File: src/rtl/fetch_stage.sv
// Instruction fetch stage and IF/ID register for a sync RAM with 1-cycle read latency.
// A one-entry hold buffer keeps the in-flight RAM response from being lost during a stall.
//
// state    | meaning
// ---------+--------------------------------------------------------------
// S_REFILL | no response in flight (after reset or redirect); IF/ID gets a bubble
// S_RUN    | response for rsp_pc_q is on imem_rdata this cycle
// S_HOLD   | response captured in the hold buffer; RAM re-reads pc_q, ignored

module fetch_stage #(
  parameter int                XLEN      = 32,
  parameter logic [XLEN-1:0]   RESET_PC  = '0,
  parameter logic [31:0]       NOP_INSTR = 32'h0000_0013
) (
  input  logic            clk,
  input  logic            rst,
  input  logic            pcStall,
  input  logic            pcFromTaken,
  input  logic [XLEN-1:0] taken_target,
  input  logic            IF_ID_stall,
  input  logic            IF_ID_flush,
  output logic            imem_en,
  output logic [XLEN-1:0] imem_addr,
  input  logic [31:0]     imem_rdata,
  output logic [XLEN-1:0] if_id_pc,
  output logic [31:0]     if_id_instr,
  output logic            if_id_valid
);

  typedef enum logic [1:0] {S_REFILL, S_RUN, S_HOLD} state_t;

  state_t          state_q;
  logic [XLEN-1:0] pc_q;
  logic [XLEN-1:0] rsp_pc_q;
  logic [XLEN-1:0] hold_pc_q;
  logic [31:0]     hold_instr_q;

  logic            stall;
  logic            rsp_valid;
  logic            hold_valid;
  logic [XLEN-1:0] src_pc;
  logic [31:0]     src_instr;

  assign stall      = pcStall | IF_ID_stall;
  assign rsp_valid  = (state_q == S_RUN);
  assign hold_valid = (state_q == S_HOLD);
  assign imem_en    = ~rst;
  assign imem_addr  = pc_q;

  always_comb begin
    src_pc    = rsp_pc_q;
    src_instr = imem_rdata;
    if (hold_valid) begin
      src_pc    = hold_pc_q;
      src_instr = hold_instr_q;
    end
  end

  always_ff @(posedge clk) begin
    if (rst) begin
      state_q      <= S_REFILL;
      pc_q         <= RESET_PC;
      rsp_pc_q     <= '0;
      hold_pc_q    <= '0;
      hold_instr_q <= NOP_INSTR;
      if_id_valid  <= 1'b0;
      if_id_pc     <= '0;
      if_id_instr  <= NOP_INSTR;
    end else if (pcFromTaken) begin
      // Redirect drops both the in-flight and the held fetch.
      state_q     <= S_REFILL;
      pc_q        <= {taken_target[XLEN-1:2], 2'b00};
      if_id_valid <= 1'b0;
      if_id_instr <= NOP_INSTR;
    end else begin
      case (state_q)
        S_REFILL: begin
          state_q     <= S_RUN;
          pc_q        <= pc_q + XLEN'(4);
          rsp_pc_q    <= pc_q;
          if_id_valid <= 1'b0;
          if_id_instr <= NOP_INSTR;
        end
        S_RUN, S_HOLD: begin
          if (stall) begin
            if (rsp_valid) begin
              hold_pc_q    <= rsp_pc_q;
              hold_instr_q <= imem_rdata;
            end
            state_q <= S_HOLD;
          end else begin
            state_q  <= S_RUN;
            pc_q     <= pc_q + XLEN'(4);
            rsp_pc_q <= pc_q;
          end
          // Flush invalidates IF/ID but leaves the PC path alone.
          if (IF_ID_flush) begin
            if_id_valid <= 1'b0;
            if_id_instr <= NOP_INSTR;
          end else if (!stall) begin
            if_id_valid <= 1'b1;
            if_id_pc    <= src_pc;
            if_id_instr <= src_instr;
          end
        end
        default: state_q <= S_REFILL;
      endcase
    end
  end

endmodule

File: config.mk
export PLATFORM = sky130hd
export DESIGN_NAME = fetch_stage
export DESIGN_NICKNAME = d
export VERILOG_FILES = /design/src/rtl/fetch_stage.sv
export SDC_FILE = /design/constraint.sdc
export NUM_CORES = 1
export LEC_CHECK = 0
export CAP_MARGIN = 20
export CORE_ASPECT_RATIO = 1.4
export CORE_MARGIN = 1.5
export CORE_UTILIZATION = 35
export DETAILED_ROUTE_END_ITERATION = 8
export PLACE_DENSITY = 0.69
export SYNTH_ARGS = -nofsm -noshare
export SYNTH_HDL_FRONTEND = slang
export SYNTH_SLANG_ARGS = --single-unit
export TNS_END_PERCENT = 100
File: constraint.sdc
create_clock -name clk -period 4.31 [get_ports clk]
set_input_delay 0.862 -clock clk [delete_from_list [all_inputs] [get_ports clk]]
set_output_delay 0.862 -clock clk [all_outputs]
set_load 0.05 [all_outputs]
== Word-level counts from Yosys, hierarchy flattened ==
Index checks and enable logic that the tools add are counted.
Storage, ports and cells
  logic and storage cells: 46
  register bits after elaboration: 195
  input port bits: 70
Operators by class
  reduce and logical (&&, ||, !) cells: 11
  $add $sub $neg: 1
  multiplexer cells: 15
  bitwise gates (word level): 5
  eq/ne operators: 5
Operators by type and width (number)
  $mux 32: 7
  $pmux 32 s2: 3
  $add 32x3->32 const B: 1
  $reduce_and 4->1: 2
  $ne 3x3->1 const B: 2
  $reduce_and 2->1: 3
  $not 1->1: 4
  $pmux 2 s2: 1
  $reduce_or 2->1: 2
  $reduce_and 3->1: 1
  $reduce_bool 3->1: 1
  $eq 2x1->1 const B: 1
  $eq 2x2->1 const B: 1
  $logic_not 2->1: 1
  $mux 1: 2
  $mux 2: 1
  $ne 2x2->1 const B: 1
  $pmux 1 s2: 1
  $reduce_bool 2->1: 1
  $or 1x1->1: 1

== Logic depth before layout (Yosys ltp) ==
Gate-level depths: netlist of run 1.
  depth after elaboration: 5
  gate-level depth with buffers: 8
  depth with buffers taken out: 6

== Worst setup path after synthesis of run 1 ==
OpenSTA, ideal clock, no wires.
  path kind: in2reg
  from: in IF_ID_stall
  to: reg pc_q[20], in the netlist imem_addr[20]
  arrival time: 2385 ps
  stages: 6
  setup slack: 1834 ps
  required time: 4219 ps
  setup time: 91 ps
  cells stage by stage: or3b_1 -> clkbuf_1 -> a211o_1 -> clkbuf_1 -> or3_1 -> a311oi_1
Between the ends
  cells in the longest elaborated chain, start to end: 3
Ends and longest elaborated chain
  start, declared: RTL line 20  | input logic IF_ID_stall,
  $or 1x1->1: RTL line 44  | assign stall = pcStall | IF_ID_stall;
  $ne 3x3->1 (no source line)
  $reduce_and 2->1 (no source line)
  end signal, assigned: RTL line 72  | pc_q <= {taken_target[XLEN-1:2], 2'b00};
  end signal, assigned: RTL line 79  | pc_q <= pc_q + XLEN'(4);
  end signal, assigned: RTL line 93  | pc_q <= pc_q + XLEN'(4);
  end, declared: RTL line 33  | logic [XLEN-1:0] pc_q;
Every way passes these cells.
A chain may end at the register's enable or synchronous reset.

== Final worst setup path of run 1 ==
  from: reg state_q[1]
  to: reg pc_q[23], in the netlist imem_addr[23]
Between the ends
  cells in the longest elaborated chain, start to end: 4
  elaborated cells between the ends (all ways): 9
  those cells by class: eq/ne (3); mux (2); reduce/logical (4)
Ends and longest elaborated chain
  start, declared: RTL line 32  | state_t state_q;
  start signal, assigned: RTL line 61  | state_q <= S_REFILL;
  start signal, assigned: RTL line 71  | state_q <= S_REFILL;
  start signal, assigned: RTL line 78  | state_q <= S_RUN;
  $eq 2x1->1 or $eq 2x2->1 (tied branches): RTL line 76  | case (state_q)
  $reduce_or 2->1: RTL line 76
  $pmux 32 s2 (tied with other cells): RTL line 76
  $mux 32 or $reduce_and 2->1 (tied branches)
Several ways; a longest one is shown, not always the timed one.

==> Flow_metrics.wiki, run 1 <==
{| class="wikitable"
! Metric !! Value
|-
| Critical path class || register to register
|-
| Syn avg cell area || 8.17 um^2
|-
| Remaining number of nets flagged by the antenna check after routing || 0
|-
| Average routed wire per standard cell || 16.2 um
|-
| Wirelength, routed || 22800 um
|-
| Area grow syn2layout || 30.9%
|-
| Fill count || 2238
|-
| Overall die width || about 130 um
|-
| Count of input and output buffers || 161
|-
| Power per cell area || 379 nW/um^2
|-
| Max Cap Violations || 0
|-
| Final critical path time including I/O delays and setup || between 2 and 3 ns
|-
| Number of top-level pins || 168
|-
| Family with the most delay on the worst path || simple AND/OR/NAND/NOR gates
|-
| Max stage delay on crit path || between 0.6 and 0.7 ns
|-
| Data required time of the critical path || 4.65 ns
|-
| TNS Setup || 0 ns
|-
| Cells resized by post-CTS repair || 0
|-
| Static leakage power || 3.32 nW
|-
| Count of final max-slew check failures || 0
|-
| Post-synthesis sequential element count || 187
|-
| Clock skew || 0.0145 ns
|-
| Detailed Route Iter0 Violations || 444
|-
| Post-route DRC violation count || 0
|-
| Postcts setup bufs || 0
|-
| Initial antenna violation count || 0
|-
| Worst min-delay path class || register to register
|-
| Die height || about 180 um
|-
| Die Footprint || 23600 um^2
|-
| Standard-cell row count || 65
|-
| Via count of the first global-routing pass || 7001
|-
| DPL Wire Length || ~15000 um
|-
| First-pass GRT wire length || 36200 um
|-
| Clock-pin slew on the worst setup and hold paths || 0.08 ns
|-
| Cts bufs inserted || 17
|-
| Setup repair after global routing missed its margin || no
|-
| Unique cell type count in the Yosys netlist || 50
|-
| CTS tree || done
|-
| Synth Instances || 973
|-
| Vias after detailed routing || 7302
|-
| Worst-case clock buffer depth || 2
|-
| # clock sinks || ~190
|-
| Cell type of the slowest stage on the worst timing path || sky130_fd_sc_hd__nor2b_1
|-
| Initial Util || 0.354
|-
| Worst Path Buf+Inv || 1
|-
| Asr flop ratio synth || 0
|-
| Global-route usage over all layers || 0.194
|-
| Arrival time at the worst endpoint || 3.27 ns
|-
| Largest net degree at the start of global routing || 80
|-
| Fraction of final layout cells with drive strength greater than 1 || 0.0570
|-
| Total power consumption of the routed design || 3.95 mW
|-
| Core Area || 22400 um^2
|-
| Skew-Pair Late Insertion Delay || ~0.44 ns
|-
| Netlist area before placement || between 7000 and 8000 um^2
|-
| Diodes inserted || 0
|-
| Total Nets Final || around 1200
|-
| Reg2reg setup slack || ~1.4 ns
|-
| Root buffer cell || sky130_fd_sc_hd__clkbuf_16
|-
| Worst max-slew margin expressed relative to the limit || 0.400
|-
| Max Clock Freq || 342 MHz
|-
| Run status || finished clean
|-
| Maximum vdd ir drop || 0.000283 V
|-
| Vias/cell || just over 5
|-
| Worst Max-Slew Pin Slew || 0.900 ns
|-
| Dominant register cell in the synthesized netlist || sky130_fd_sc_hd__dfxtp_1
|-
| Quantity of hold-fixing buffers added after cts || 0
|-
| Endpoint kind of the worst setup timing path || register
|-
| Count of flip-flops with a built-in enable after synthesis || 0
|-
| Category of the worst setup path launch point || register
|-
| Detailed Routing Iterations Pass 1 || 5
|-
| Number of endpoints failing setup at the final stage || 0
|-
| Yosys warns || 0
|-
| Fraction of the yosys area taken by sequential cells || 0.471
|-
| Critical Path, Cell by Cell || inv_1 -> ha_1 -> nor2b_1 -> o2111ai_1 -> or4_1 -> a311oi_1
|-
| Tcrit/Tclk final || 0.679
|-
| Max Fanout on Critical Path || 12
|-
| CTS H-Tree Depth || 4
|-
| Final number of hold-violating endpoints || 0
|-
| Remaining global-route overflow || 0
|-
| Final RePlAce weighted congestion || 0.813
|}
## cells by family (layout without fill, tap and decap cells)
kind of cell    Yosys count  after routing  synth area share
other cells               1              4          0.000472
xor+xnor                  6              6           0.00661
buf+inv                  93            222            0.0459
fa+ha+maj                 5              5           0.00787
compound gates          254            254             0.193
simple gates            365            365             0.197
mux                      62             62            0.0785
flops                   187            187             0.471
## layout by cell type (no fill, tap or decap), types with 10 or more instances in the layout
cell type / Yosys / layout
sky130_fd_sc_hd__a211oi_1: 41 / 41
sky130_fd_sc_hd__a21oi_1: 122 / 121
sky130_fd_sc_hd__a311oi_1: 15 / 15
sky130_fd_sc_hd__buf_4: 4 / 19
sky130_fd_sc_hd__clkbuf_16: 0 / 17
sky130_fd_sc_hd__clkdlybuf4s50_1: 0 / 160
sky130_fd_sc_hd__dfxtp_1: 187 / 187
sky130_fd_sc_hd__inv_1: 10 / 10
sky130_fd_sc_hd__mux2i_1: 59 / 59
sky130_fd_sc_hd__nand2_1: 171 / 171
sky130_fd_sc_hd__nand3_1: 14 / 13
sky130_fd_sc_hd__nor2_1: 121 / 120
sky130_fd_sc_hd__o21ai_0: 45 / 45
sky130_fd_sc_hd__or4_1: 12 / 12
## per-layer routing
| metal | routed length, um | track usage |
|---|---|---|
| met5 | 0 | 0 |
| met2 | 11500 | 0.340 |
| met1 | 9180 | 0.218 |
| met4 | 484 | 0.0725 |
| met3 | 1560 | 0.0592 |
## registers in the layout (all words and copies together) (netlist names)
| register | cells |
|---|---|
| hold_instr_q | 32 |
| if_id_instr | 32 |
| imem_addr | 30 |
| rsp_pc_q | 30 |
| if_id_valid | 1 |
| hold_pc_q | 30 |
| if_id_pc | 30 |
| state_q | 2 |
## cell type report
type | instances | area [um^2] | share of cell area
clock inverters | 13 | 168 | 0.0161
flip-flops and latches | 187 | 3740 | 0.360
multi-input cells | 696 | 3880 | 0.373
well taps | 301 | 377 | 0.0362
clock buffers | 19 | 453 | 0.0435
inverters | 11 | 41.3 | 0.00397
repair buffers | 179 | 1740 | 0.168
## worst register-to-register path, cell delays in order (launching register included)
cell and delay (ns):
sky130_fd_sc_hd__dfxtp_1 0.41, sky130_fd_sc_hd__inv_1 0.10, sky130_fd_sc_hd__ha_1 0.35, sky130_fd_sc_hd__nor2b_1 0.68, sky130_fd_sc_hd__o2111ai_1 0.45, sky130_fd_sc_hd__or4_1 0.61
sky130_fd_sc_hd__a311oi_1 0.26
## metrics by stage
stage	instance area [um^2]	hold slack, ns	instances	setup WS, ns	utilization
after CTS	10400	0.456	1406	1.44	0.464
after global routing	10400	0.470	1406	1.15	0.464
final	10400	0.454	1406	1.38	0.464
after global placement	9790	0.441	1374	1.14	0.436
after floorplan	7960	0.435	976	1.83	-
after detailed placement	9790	0.446	1374	1.10	0.436
## cells in the mapped netlist (6+ instances only)
cell type / instances / area share
sky130_fd_sc_hd__dfxtp_1: 187 / 0.47
sky130_fd_sc_hd__nand2_1: 171 / 0.081
sky130_fd_sc_hd__a21oi_1: 122 / 0.077
sky130_fd_sc_hd__nor2_1: 121 / 0.057
sky130_fd_sc_hd__clkbuf_1: 74 / 0.035
sky130_fd_sc_hd__mux2i_1: 59 / 0.074
sky130_fd_sc_hd__o21ai_0: 45 / 0.028
sky130_fd_sc_hd__a211oi_1: 41 / 0.039
sky130_fd_sc_hd__a311oi_1: 15 / 0.017
sky130_fd_sc_hd__nand3_1: 14 / 0.0088
sky130_fd_sc_hd__or4_1: 12 / 0.011
sky130_fd_sc_hd__inv_1: 10 / 0.0047
sky130_fd_sc_hd__o31ai_1: 8 / 0.0076
sky130_fd_sc_hd__or3_1: 8 / 0.0063
sky130_fd_sc_hd__nand4_1: 7 / 0.0055
sky130_fd_sc_hd__and3_1: 6 / 0.0047
sky130_fd_sc_hd__nor4_1: 6 / 0.0047
## report_power, final
| group | switching [mW] | leakage [nW] | internal (mW) |
|---|---|---|---|
| logic | 0.292 | 1.50 | 0.171 |
| registers | 0.0577 | 1.52 | 1.77 |
| clock network | 0.736 | 0.305 | 0.915 |
## worst paths after layout
kind | startpoint | to | cells after the start
worst max-delay path | state_q[1] | imem_addr[23] | 6
worst min-delay path | hold_instr_q[16] | hold_instr_q[16] | 2
worst max register to register | state_q[1] | imem_addr[23] | 6
worst min register to register | hold_instr_q[16] | hold_instr_q[16] | 2
Note: power is estimated with default switching activity, not from simulation.
==> run 2: changes to the inputs <==
--- a/config.mk
+++ b/config.mk
@@ -10,7 +10,7 @@
 export CORE_MARGIN = 1.5
 export CORE_UTILIZATION = 35
 export DETAILED_ROUTE_END_ITERATION = 8
-export PLACE_DENSITY = 0.69
+export PLACE_DENSITY = 0.72
 export SYNTH_ARGS = -nofsm -noshare
 export SYNTH_HDL_FRONTEND = slang
 export SYNTH_SLANG_ARGS = --single-unit
==> constraint.sdc (replaced) <==
create_clock -name clk -period 2.4 [get_ports clk]
set_input_delay 0.48 -clock clk [delete_from_list [all_inputs] [get_ports clk]]
set_output_delay 0.48 -clock clk [all_outputs]
set_load 0.05 [all_outputs]
==> Flow_metrics.wiki, run 2 (synthesis gave the netlist of run 1 again) <==
{| class="wikitable"
! Metric !! Value
|-
| Run status || finished clean
|-
| Family with the most delay on the worst path || simple AND/OR/NAND/NOR gates
|-
| Diodes inserted || 0 (unchanged)
|-
| Endpoint kind of the worst setup timing path || register
|-
| Skew-Pair Late Insertion Delay || 0.43 ns (about the same)
|-
| Depth of the worst register-to-register path || 6 (unchanged)
|-
| Worst-case hold slack || 0.397 ns (-0.0569 ns)
|-
| Reg2reg end || imem_addr[25]
|-
| Worst Path Buf+Inv || 1 (unchanged)
|-
| Remaining number of nets flagged by the antenna check after routing || 0 (unchanged)
|-
| Placed instance area || 10200 um^2 (+4.2%)
|-
| Average routed wire per standard cell || 16.0 um (-1.3%)
|-
| Overall die width || 130 um (unchanged)
|-
| Total power consumption of the routed design || 6.97 mW (+77%)
|-
| Fraction of final layout cells with drive strength greater than 1 || 0.101 (+0.0442)
|-
| Max Cap Violations || 0 (unchanged)
|-
| # clock sinks || 187 (unchanged)
|-
| Post-Place Worst Slack || -0.319 ns (-1.42 ns)
|-
| Worst max-slew margin expressed relative to the limit || 0.609 (+0.209)
|-
| Total Nets Final || 1208 (+3.5%)
|-
| Leading cell type in the layout, fill and taps excluded || sky130_fd_sc_hd__dfxtp_1
|-
| Global-route usage over all layers || 0.198 (+0.00359)
|-
| Final instance area || 10800 um^2 (+4.2%)
|-
| Internal Dissipation || 4.98 mW (+74%)
|-
| Die Footprint || 23600 um^2 (unchanged)
|-
| CTS H-Tree Depth || 4 (unchanged)
|-
| Final critical path time including I/O delays and setup || 2.35 ns (-0.572 ns)
|-
| Critical path capture point || imem_addr[25]
|-
| Maximum vdd ir drop || 0.000422 V (+49%)
|-
| PnR worst setup slack || 0.0470 ns (-1.34 ns)
|-
| Post-route non-filler standard cell count || 1447 (+2.9%)
|-
| Max Clock Freq || 425 MHz (+24%)
|-
| Detailed Routing Iterations Pass 1 || 4 (-1)
|-
| Postcts setup bufs || 0 (unchanged)
|-
| Root buffer cell || sky130_fd_sc_hd__clkbuf_16
|-
| Die height || 181 um (unchanged)
|-
| Initial Util || 0.354 (unchanged)
|-
| Count of final max-slew check failures || 0 (unchanged)
|-
| Switching power || 1.99 mW (+84%)
|-
| Largest registers || hold_instr_q (32), if_id_instr (32)
|-
| Final core utilization || 0.483 (+0.0195)
|-
| Number of top-level pins || 168 (unchanged)
|-
| Core Area || 22400 um^2 (unchanged)
|-
| Clock-pin slew on the worst setup and hold paths || 0.08 ns (about the same)
|-
| Arrival time at the worst endpoint || 2.69 ns (-0.58 ns)
|-
| Data required time of the critical path || 2.74 ns (-1.91 ns)
|-
| Power per cell area || 643 nW/um^2 (+70%)
|-
| Static leakage power || 3.54 nW (+6.8%)
|-
| Combinational Power Share || 0.135 (+0.018)
|-
| Clock skew || 0.0121 ns (-0.00247 ns)
|-
| Post-route DRC violation count || 0 (unchanged)
|-
| CTS tree || done
|-
| Reg2reg setup slack || 0.05 ns (-1.34 ns)
|-
| Tcrit/Tclk final || 0.980 (+0.302)
|-
| CP startpoint || state_q[0]
|-
| Final number of hold-violating endpoints || 0 (unchanged)
|-
| Area grow syn2layout || 36.4%
|-
| Category of the worst setup path launch point || register
|-
| Stages on the worst setup path || 6 (unchanged)
|-
| DPL Wire Length || 16100 um (+5.3%)
|-
| Critical Path, Cell by Cell || inv_1 -> ha_4 -> or3b_4 -> a211o_4 -> or4_4 -> a311oi_2
|-
| Start of the worst register-to-register path || state_q[0]
|-
| Standard-cell row count || 65 (unchanged)
|-
| Number of endpoints failing setup at the final stage || 0 (unchanged)
|-
| Final RePlAce weighted congestion || 0.836 (+2.8%)
|-
| First-pass GRT wire length || 36700 um (+1.5%)
|-
| Total placed cells including tap cells || 1415 (+3.0%)
|-
| Largest net degree at the start of global routing || 63 (-21%)
|-
| Cts bufs inserted || 17 (unchanged)
|-
| Switching portion of total power || 0.286 (+0.0107)
|-
| Count of input and output buffers || 161 (unchanged)
|-
| Relative contribution of the clock network to total power || 0.396 (-0.022)
|-
| Worst Max-Slew Pin Slew || 0.584 ns (-0.316 ns)
|-
| Max Fanout on Critical Path || 11 (-1)
|-
| Worst-case clock buffer depth || 2 (unchanged)
|-
| Detailed Route Iter0 Violations || 399 (-10%)
|-
| Via count of the first global-routing pass || 7107 (+1.5%)
|-
| Max stage delay on crit path || 0.49 ns (-0.19 ns)
|-
| Cell type of the slowest stage on the worst timing path || sky130_fd_sc_hd__or4_4
|-
| Initial antenna violation count || 0 (unchanged)
|-
| Most used cells in the layout excluding fill and tap cells || 184 x sky130_fd_sc_hd__dfxtp_1, 171 x sky130_fd_sc_hd__nand2_1, 159 x sky130_fd_sc_hd__clkdlybuf4s50_1, 121 x sky130_fd_sc_hd__a21oi_1, 120 x sky130_fd_sc_hd__nor2_1
|-
| Wirelength, routed || 23100 um (+1.6%)
|-
| Remaining global-route overflow || 0 (unchanged)
|-
| Vias/cell || 5.16 (-0.72%)
|-
| Share of power burned in registers || 0.469 (+0.005)
|-
| Critical path class || register to register
|-
| Vias after detailed routing || 7461 (+2.2%)
|-
| Worst min-delay path class || primary input to register
|-
| TNS Setup || 0 ns (unchanged)
|}
## run 2: power by group through the flow
stage / registers [mW] / clock network (mW) / logic, mW
2_1_floorplan: 3.48 / 0 / 0.362
3_3_place_gp: 3.34 / 0 / 0.919
3_5_place_dp: 3.34 / 0 / 0.930
4_1_cts: 3.27 / 2.83 / 0.938
5_1_grt: 3.28 / 2.96 / 1.01
6_report: 3.27 / 2.76 / 0.941
## run 2: metal layers
layer	vias up	global-route usage	part of all wire
met5	-	0	0
met4	0	0.0738	0.028
met3	40	0.0500	0.064
met2	219	0.347	0.52
met1	3482	0.228	0.39
li1	3720	-	-
## run 2: area by class of cell
| cell class | count | area [um^2] |
|---|---|---|
| multi-input combinational | 696 | 3940 |
| tap | 301 | 377 |
| timing repair buffer | 220 | 2150 |
| clock inverter | 14 | 148 |
| fill | 2156 | 11600 |
| clock buffer | 18 | 439 |
| sequential | 187 | 3750 |
| inverter | 11 | 41.3 |
## run 2: worst min path at each step
stage	startpoint	to	slack (ns)	cells after the start
after floorplan	hold_instr_q[0]	hold_instr_q[0]	0.43	2
after global placement	hold_pc_q[4]	hold_pc_q[4]	0.44	2
after detailed placement	hold_pc_q[10]	hold_pc_q[10]	0.45	2
after CTS	rst	imem_addr[23]	0.38	2
after global routing	rst	imem_addr[19]	0.39	2
final	rst	imem_addr[17]	0.40	2
## run 2: timing repair
action,4_1_cts,5_1_grt
resized for setup,5,7
pin swaps,0,3
hold buffers,0,0
gates cloned,0,0
setup endpoints to repair,6,12
